**config.mk**
```make
export PLATFORM = sky130hd
export DESIGN_NAME = ddram_wr_buffer
export DESIGN_NICKNAME = d
export VERILOG_FILES = /design/src/rtl/ddram_wr_buffer_pkg.sv /design/src/rtl/ddram_wr_fifo.sv /design/src/rtl/ddram_wr_buffer.sv
export SDC_FILE = /design/constraint.sdc
export NUM_CORES = 2
export LEC_CHECK = 0
export CAP_MARGIN = 10
export CORE_MARGIN = 1
export CORE_UTILIZATION = 27
export CTS_BUF_LIST = sky130_fd_sc_hd__clkbuf_8 sky130_fd_sc_hd__clkbuf_16
export CTS_CLUSTER_SIZE = 20
export DETAILED_ROUTE_END_ITERATION = 16
export SKIP_LAST_GASP = 1
export SLEW_MARGIN = 20
export SYNTH_ARGS = -nofsm -noshare
export SYNTH_HDL_FRONTEND = slang
export SYNTH_SLANG_ARGS = --single-unit
```
**constraint.sdc**
```tcl
create_clock -name CLK_VIDEO -period 13.99 [get_ports CLK_VIDEO]
set_clock_uncertainty 0.2 [all_clocks]
set_input_delay 3.4975 -clock CLK_VIDEO [delete_from_list [all_inputs] [get_ports CLK_VIDEO]]
set_output_delay 3.4975 -clock CLK_VIDEO [all_outputs]
set_load 0.05 [all_outputs]
```
**src/rtl/ddram_wr_buffer_pkg.sv**
```systemverilog
// ddram_wr_buffer_pkg
//   Shared types and constants for the DDRAM write buffer.
//   wr_entry_t : one queued DDRAM beat {addr[28:0], data[63:0], be[7:0]}.
//   BURSTCNT_ONE : single-beat burst count driven to the arbiter.
package ddram_wr_buffer_pkg;

  localparam logic [7:0] BURSTCNT_ONE = 8'd1;

  typedef struct packed {
    logic [28:0] addr;
    logic [63:0] data;
    logic [7:0]  be;
  } wr_entry_t;

endpackage

```
**src/rtl/ddram_wr_fifo.sv**
```systemverilog
// ddram_wr_fifo
//   Generic synchronous FIFO. The storage array has no reset, so it can map
//   onto block RAM. The read port is registered: o_rdata loads the head entry
//   on a pop and holds it otherwise.
//   Ports:
//     i_clk, i_rst_n      clock, asynchronous active-low reset
//     i_push, i_wdata     write request and data (ignored when full and no pop)
//     i_pop               read request (ignored when empty)
//     o_rdata             registered read data, valid the cycle after a pop
//     o_full, o_empty     occupancy flags
//     o_level             occupancy, 0 .. 2**DEPTH_LOG2
module ddram_wr_fifo #(
  parameter int WIDTH      = 101,
  parameter int DEPTH_LOG2 = 5
) (
  input  logic                  i_clk,
  input  logic                  i_rst_n,
  input  logic                  i_push,
  input  logic [WIDTH-1:0]      i_wdata,
  input  logic                  i_pop,
  output logic [WIDTH-1:0]      o_rdata,
  output logic                  o_full,
  output logic                  o_empty,
  output logic [DEPTH_LOG2:0]   o_level
);

  localparam int DEPTH = 1 << DEPTH_LOG2;
  localparam logic [DEPTH_LOG2:0] LVL_FULL = {1'b1, {DEPTH_LOG2{1'b0}}};

  logic [WIDTH-1:0]      r_mem [DEPTH];
  logic [DEPTH_LOG2-1:0] r_wr_ptr;
  logic [DEPTH_LOG2-1:0] r_rd_ptr;
  logic [DEPTH_LOG2:0]   r_level;
  logic [WIDTH-1:0]      r_rdata;
  logic                  w_do_push;
  logic                  w_do_pop;

  assign o_full  = (r_level == LVL_FULL);
  assign o_empty = (r_level == '0);
  assign o_level = r_level;
  assign o_rdata = r_rdata;

  // A pop in the same cycle frees a slot, so a push into a full FIFO is
  // accepted then. When full, wr_ptr == rd_ptr: the read below sees the old
  // head entry because the write lands at the same edge.
  assign w_do_pop  = i_pop & ~o_empty;
  assign w_do_push = i_push & (~o_full | w_do_pop);

  always_ff @(posedge i_clk) begin
    if (w_do_push) begin
      r_mem[r_wr_ptr] <= i_wdata;
    end
  end

  always_ff @(posedge i_clk or negedge i_rst_n) begin
    if (!i_rst_n) begin
      r_rdata <= '0;
    end else if (w_do_pop) begin
      r_rdata <= r_mem[r_rd_ptr];
    end
  end

  always_ff @(posedge i_clk or negedge i_rst_n) begin
    if (!i_rst_n) begin
      r_wr_ptr <= '0;
      r_rd_ptr <= '0;
      r_level  <= '0;
    end else begin
      if (w_do_push) begin
        r_wr_ptr <= r_wr_ptr + 1'b1;
      end
      if (w_do_pop) begin
        r_rd_ptr <= r_rd_ptr + 1'b1;
      end
      case ({w_do_push, w_do_pop})
        2'b10:   r_level <= r_level + 1'b1;
        2'b01:   r_level <= r_level - 1'b1;
        default: r_level <= r_level;
      endcase
    end
  end

endmodule

```
**src/rtl/ddram_wr_buffer.sv**
```systemverilog
// ddram_wr_buffer
//   Write buffer between the screen rotator's single-beat DDRAM write port and
//   the DDRAM arbiter. Writes are taken every cycle regardless of DDRAM_BUSY,
//   half-word writes to the same 64-bit word are merged in a staging register,
//   and merged beats are queued and replayed honouring DDRAM_BUSY.
//   Ports:
//     CLK_VIDEO, reset_n            clock, asynchronous active-low reset
//     in_we/in_addr/in_din/in_be    rotator write beat
//     flush                         push the staged word now
//     DDRAM_*                       MiSTer DDRAM write port (RD tied low)
//     overflow                      sticky: a word was dropped on a full FIFO
//     level                         FIFO occupancy
module ddram_wr_buffer
  import ddram_wr_buffer_pkg::*;
#(
  parameter int DEPTH_LOG2 = 5,
  parameter int IDLE_FLUSH = 8
) (
  input  logic                CLK_VIDEO,
  input  logic                reset_n,
  input  logic                in_we,
  input  logic [28:0]         in_addr,
  input  logic [63:0]         in_din,
  input  logic [7:0]          in_be,
  input  logic                flush,
  output logic                DDRAM_CLK,
  input  logic                DDRAM_BUSY,
  output logic [7:0]          DDRAM_BURSTCNT,
  output logic [28:0]         DDRAM_ADDR,
  output logic [63:0]         DDRAM_DIN,
  output logic [7:0]          DDRAM_BE,
  output logic                DDRAM_WE,
  output logic                DDRAM_RD,
  output logic                overflow,
  output logic [DEPTH_LOG2:0] level
);

  localparam int EW = $bits(wr_entry_t);
  // Counter value seen on the last of IDLE_FLUSH idle cycles.
  localparam logic [7:0] IDLE_LAST = 8'(IDLE_FLUSH - 1);

  logic        r_stg_valid;
  logic [28:0] r_stg_addr;
  logic [63:0] r_stg_data;
  logic [7:0]  r_stg_be;
  logic [7:0]  r_idle_cnt;
  logic        r_out_we;
  logic        r_overflow;

  logic [63:0] w_merged_data;
  logic        w_merge;
  logic        w_push;
  logic        w_pop;
  logic        w_idle_hit;
  logic        w_fifo_full;
  logic        w_fifo_empty;
  logic [EW-1:0] w_fifo_rdata;
  wr_entry_t   w_push_entry;
  wr_entry_t   w_out;

  assign DDRAM_CLK      = CLK_VIDEO;
  assign DDRAM_BURSTCNT = BURSTCNT_ONE;
  assign DDRAM_RD       = 1'b0;

  // Byte-wise merge of the incoming beat over the staged word.
  generate
    for (genvar gi = 0; gi < 8; gi++) begin : g_merge
      assign w_merged_data[gi*8 +: 8] = in_be[gi] ? in_din[gi*8 +: 8]
                                                  : r_stg_data[gi*8 +: 8];
    end
  endgenerate

  // Merge only into the staged word, only on a matching address with disjoint
  // byte enables, and never when flush asks for the staged word to be closed.
  assign w_merge    = in_we & r_stg_valid & ~flush & (in_addr == r_stg_addr) &
                      ~(|(in_be & r_stg_be));
  assign w_idle_hit = r_stg_valid & (r_idle_cnt >= IDLE_LAST);
  assign w_push     = r_stg_valid & (in_we ? ~w_merge : (flush | w_idle_hit));

  assign w_push_entry = '{addr: r_stg_addr, data: r_stg_data, be: r_stg_be};

  always_ff @(posedge CLK_VIDEO or negedge reset_n) begin
    if (!reset_n) begin
      r_stg_valid <= 1'b0;
      r_stg_addr  <= '0;
      r_stg_data  <= '0;
      r_stg_be    <= '0;
      r_idle_cnt  <= '0;
    end else if (in_we) begin
      r_stg_valid <= 1'b1;
      r_stg_addr  <= in_addr;
      r_stg_data  <= w_merge ? w_merged_data : in_din;
      r_stg_be    <= w_merge ? (r_stg_be | in_be) : in_be;
      r_idle_cnt  <= '0;
    end else if (w_push) begin
      r_stg_valid <= 1'b0;
      r_idle_cnt  <= '0;
    end else if (r_stg_valid && r_idle_cnt != 8'hFF) begin
      r_idle_cnt  <= r_idle_cnt + 8'd1;
    end
  end

  // Refill the output register whenever it is empty or being accepted now,
  // which gives back-to-back beats without a bubble.
  assign w_pop = ~w_fifo_empty & (~r_out_we | ~DDRAM_BUSY);

  ddram_wr_fifo #(
    .WIDTH      (EW),
    .DEPTH_LOG2 (DEPTH_LOG2)
  ) u_fifo (
    .i_clk   (CLK_VIDEO),
    .i_rst_n (reset_n),
    .i_push  (w_push),
    .i_wdata (w_push_entry),
    .i_pop   (w_pop),
    .o_rdata (w_fifo_rdata),
    .o_full  (w_fifo_full),
    .o_empty (w_fifo_empty),
    .o_level (level)
  );

  // The FIFO's registered read port doubles as the DDRAM output register.
  assign w_out      = wr_entry_t'(w_fifo_rdata);
  assign DDRAM_ADDR = w_out.addr;
  assign DDRAM_DIN  = w_out.data;
  assign DDRAM_BE   = w_out.be;
  assign DDRAM_WE   = r_out_we;
  assign overflow   = r_overflow;

  always_ff @(posedge CLK_VIDEO or negedge reset_n) begin
    if (!reset_n) begin
      r_out_we   <= 1'b0;
      r_overflow <= 1'b0;
    end else begin
      r_out_we <= w_pop | (r_out_we & DDRAM_BUSY);
      // A dropped word is only one that meets a full FIFO with no pop freeing a slot.
      if (w_push && w_fifo_full && !w_pop) begin
        r_overflow <= 1'b1;
      end
    end
  end

endmodule
```
==> results.yml <==
status:
  status: "finished clean"
yosys:
  synth_area_per_cell_um2: 23.29
  synthArstFlopShare: 0.06617
  synth.yosys.seq_area_share: 0.7796
  synth_largest_area_cell: "edfxtp_1"
  yosys.cell_types.count: 49
  ys_top_cells_by_area: "edfxtp_1 74%, mux4_2 14%, dfrtp_1 4.3%"
  yosys.area.top_type_share: 0.7361
  synth_seq_cells: 3461
  synth_flop_cell: "edfxtp_1"
  synth_edf_count: 3232
  syn-cell-area_um2: 131800
  synth_warnings: 0
  syn_inst: 5660
min_path:
  hold_depth: 1
  hold_path_class: "reg2reg"
  worstHoldEndpoint: "r_stg_data[28]$_DFFE_PN0P_"
  min_from: "r_stg_data[28]$_DFFE_PN0P_"
global_route:
  grt_overflow: 0
  grt_pass1_vias: 62710
  grt_max_degree: 125
  grt_pass1_wl_mm: 487.9
  antenna_found_initial: 18
  grtUsageTotal: 0.1373
power:
  pwr-share-seq: 0.407
  switching_power_mw: 10.01
  switching_share: 0.3203
  power_density_nw_per_um2: 202.9
  finalPower_mw: 31.24
  p_leak_nw: 48.09
  combPwrFrac: 0.295
  p_int_mw: 21.23
  p_clk_frac: 0.298
  ir_drop_mv: 0.1630
routing:
  first_pass_iters: 6
  drc: 0
  ant_nets: 0
  vias_per_cell: 4.729
  post_drt_wl_per_cell_um: 26.95
  initialDrtViolationCount: 6293
  wl_mm: 346.6
  num_vias: 60830
floorplan:
  start_util: 0.2712
  design.core.area_um2: 486200
  io_pins: 225
  die_y_um: 700.8
  die_w_um: 700.8
  dieArea_um2: 491100
  placementRows: 256
sta:
  fin_tns_setup_ps: 0
  rsz0062_at_grt: "false"
  maxSlewHeadroom: 0.2252
  maxSlewViolCount: 0
  finalHoldViolations: 0
  tightestPinTransition_ps: 1162
  layout_setup_ws_ps: 2363
  setup_viol: 0
placed_design:
  place_hpwl_mm: 200.6
  dp_slack_ps: 2625
  routabilityCongestion: 0.7974
  placed_area_um2: 142300
  port_buffers: 215
worst_setup_path:
  cp-start-kind: "clock port"
  regToRegSetupSlack_ps: 7930
  cp-end-kind: "primary output"
  crit_fanout: 3
  cp.required_ps: 10290
  worstPathArrival_ps: 7930
  critical_path_class: "clk2out"
  r2r_end: "u_fifo.o_level[4]$_DFFE_PN0P_"
  reg2reg_depth: 16
  reg2reg_from: "r_stg_be[6]$_DFFE_PN0P_"
clock_network:
  cts_tree: "built"
  clkTransAtPathRegs_ps: 60
  clk_latency_ps: 1070
  cts_setup_buffers: 0
  cts.repair.resized: 0
  cts_hold_repair.buffers: 0
run:
  max_cap_viol_count: 0
final_layout:
  fin_nets: 6229
  area_delta_synth_final_pct: 16.76
  n_fill_cell: 45820
  drive_gt1_frac: 0.2928
  final_area_um2: 153900
## layout make-up
cell class	instances	area [um^2]	share of cell area
Inverter	8	30.03	0.0001951
Multi-Input combinational cell	1887	27840	0.1808
Tap cell	6450	8070	0.05242
Clock inverter	287	2347	0.01525
Sequential cell	3461	102800	0.6681
Timing Repair Buffer	394	3665	0.02381
Clock buffer	367	9124	0.05927
Antenna cell	7	17.52	0.0001138
## power groups by stage
stage / combinational (mW) / clock [mW] / sequential (mW)
after floorplan: 5.53 / 0.0154 / 13.3
after global placement: 9.44 / 0.0165 / 12.9
after global routing: 9.70 / 9.87 / 12.8
after detailed placement: 9.46 / 0.0165 / 13.0
final: 9.20 / 9.31 / 12.7
after CTS: 9.50 / 9.51 / 12.7
## worst max path at each step
stage	end	startpoint	slack, ps	depth (start not counted)
floorplan	DDRAM_CLK	CLK_VIDEO	3130	1
global placement	DDRAM_CLK	CLK_VIDEO	2630	1
detailed placement	DDRAM_CLK	CLK_VIDEO	2630	1
CTS	DDRAM_CLK	CLK_VIDEO	2360	3
global route	DDRAM_CLK	CLK_VIDEO	2350	3
finish	DDRAM_CLK	CLK_VIDEO	2360	3
## critical path: stages
cell and delay (ps):
clkbuf_16 120, clkbuf_16 120, clkdlybuf4s50_1 680
## registers in the layout, indices dropped and copies added (netlist names), 5 cells and up
signal           count
u_fifo.o_level       6
u_fifo.o_rdata     101
u_fifo.r_mem      3232
u_fifo.r_rd_ptr      5
r_stg_be             8
u_fifo.r_wr_ptr      5
r_idle_cnt           8
r_stg_data          64
r_stg_addr          29
## layer usage
layer | GRT usage | part of all wire
met1 | 0.1815 | 0.41
met2 | 0.2377 | 0.51
met3 | 0.02059 | 0.058
met4 | 0.03280 | 0.024
met5 | 0 | 0.000038
## stage by stage
| stage | std cells | hold slack [ps] | util |
|---|---|---|---|
| 3_3_place_gp | 12200 | 278.3 | 0.2927 |
| 3_5_place_dp | 12200 | 289.0 | 0.2928 |
| 5_1_grt | 12860 | 323.2 | 0.3166 |
| 4_1_cts | 12850 | 302.9 | 0.3163 |
| 6_report | 12860 | 297.2 | 0.3166 |
| 2_1_floorplan | 5667 | 262.8 | - |
## logic make-up after synthesis
family,Yosys count,share of synthesized area
AO/OA/AOI/OAI,318,0.01739
XOR/XNOR,41,0.002724
adder cells (fa/ha/maj),9,0.0008541
buffers and inverters,319,0.01181
flip-flops,3461,0.7796
multiplexers,1289,0.1802
other,2,0.00005696
AND/OR/NAND/NOR,221,0.007336
## cells in the final DEF, fill, tap and decap left out, types with 5 or more instances in the layout
master,synthesis,routed
a21oi_1,110,109
o22ai_1,84,84
o21ai_0,5,5
edfxtp_1,3232,3232
clkinv_8,0,11
dfrtp_1,229,185
bufinv_16,0,23
clkinv_1,0,83
nand4_1,15,15
conb_1,2,9
nand3_1,9,9
buf_12,0,10
inv_1,8,74
inv_6,0,7
dfrtp_2,0,40
xnor2_1,34,34
a221o_1,85,85
nand2_1,14,13
mux2i_1,185,185
clkinv_2,0,63
clkinvlp_4,0,13
clkdlybuf4s50_1,0,213
a22o_1,10,10
diode_2,0,7
mux4_2,842,842
mux2_1,8,8
clkinv_16,0,10
nor2_4,0,33
buf_4,54,168
a21oi_4,8,9
ha_1,9,9
mux2_2,254,254
clkinv_4,0,6
clkbuf_16,0,362
nor2_1,153,120
xor2_1,7,7
## synthesized netlist by cell type (8+ instances only)
| library cell | n |
|---|---|
| mux2i_1 | 185 |
| edfxtp_1 | 3232 |
| o22ai_1 | 84 |
| mux4_2 | 842 |
| a22o_1 | 10 |
| buf_1 | 27 |
| nand3_1 | 9 |
| a21oi_1 | 110 |
| dfrtp_1 | 229 |
| nor2_1 | 153 |
| buf_2 | 96 |
| mux2_1 | 8 |
| nand2_1 | 14 |
| xnor2_1 | 34 |
| nand4_1 | 15 |
| ha_1 | 9 |
| mux2_2 | 254 |
| buf_4 | 54 |
| clkbuf_1 | 128 |
| inv_1 | 8 |
| a21oi_4 | 8 |
| a221o_1 | 85 |
No activity file was read; power rests on OpenSTA's default activity.
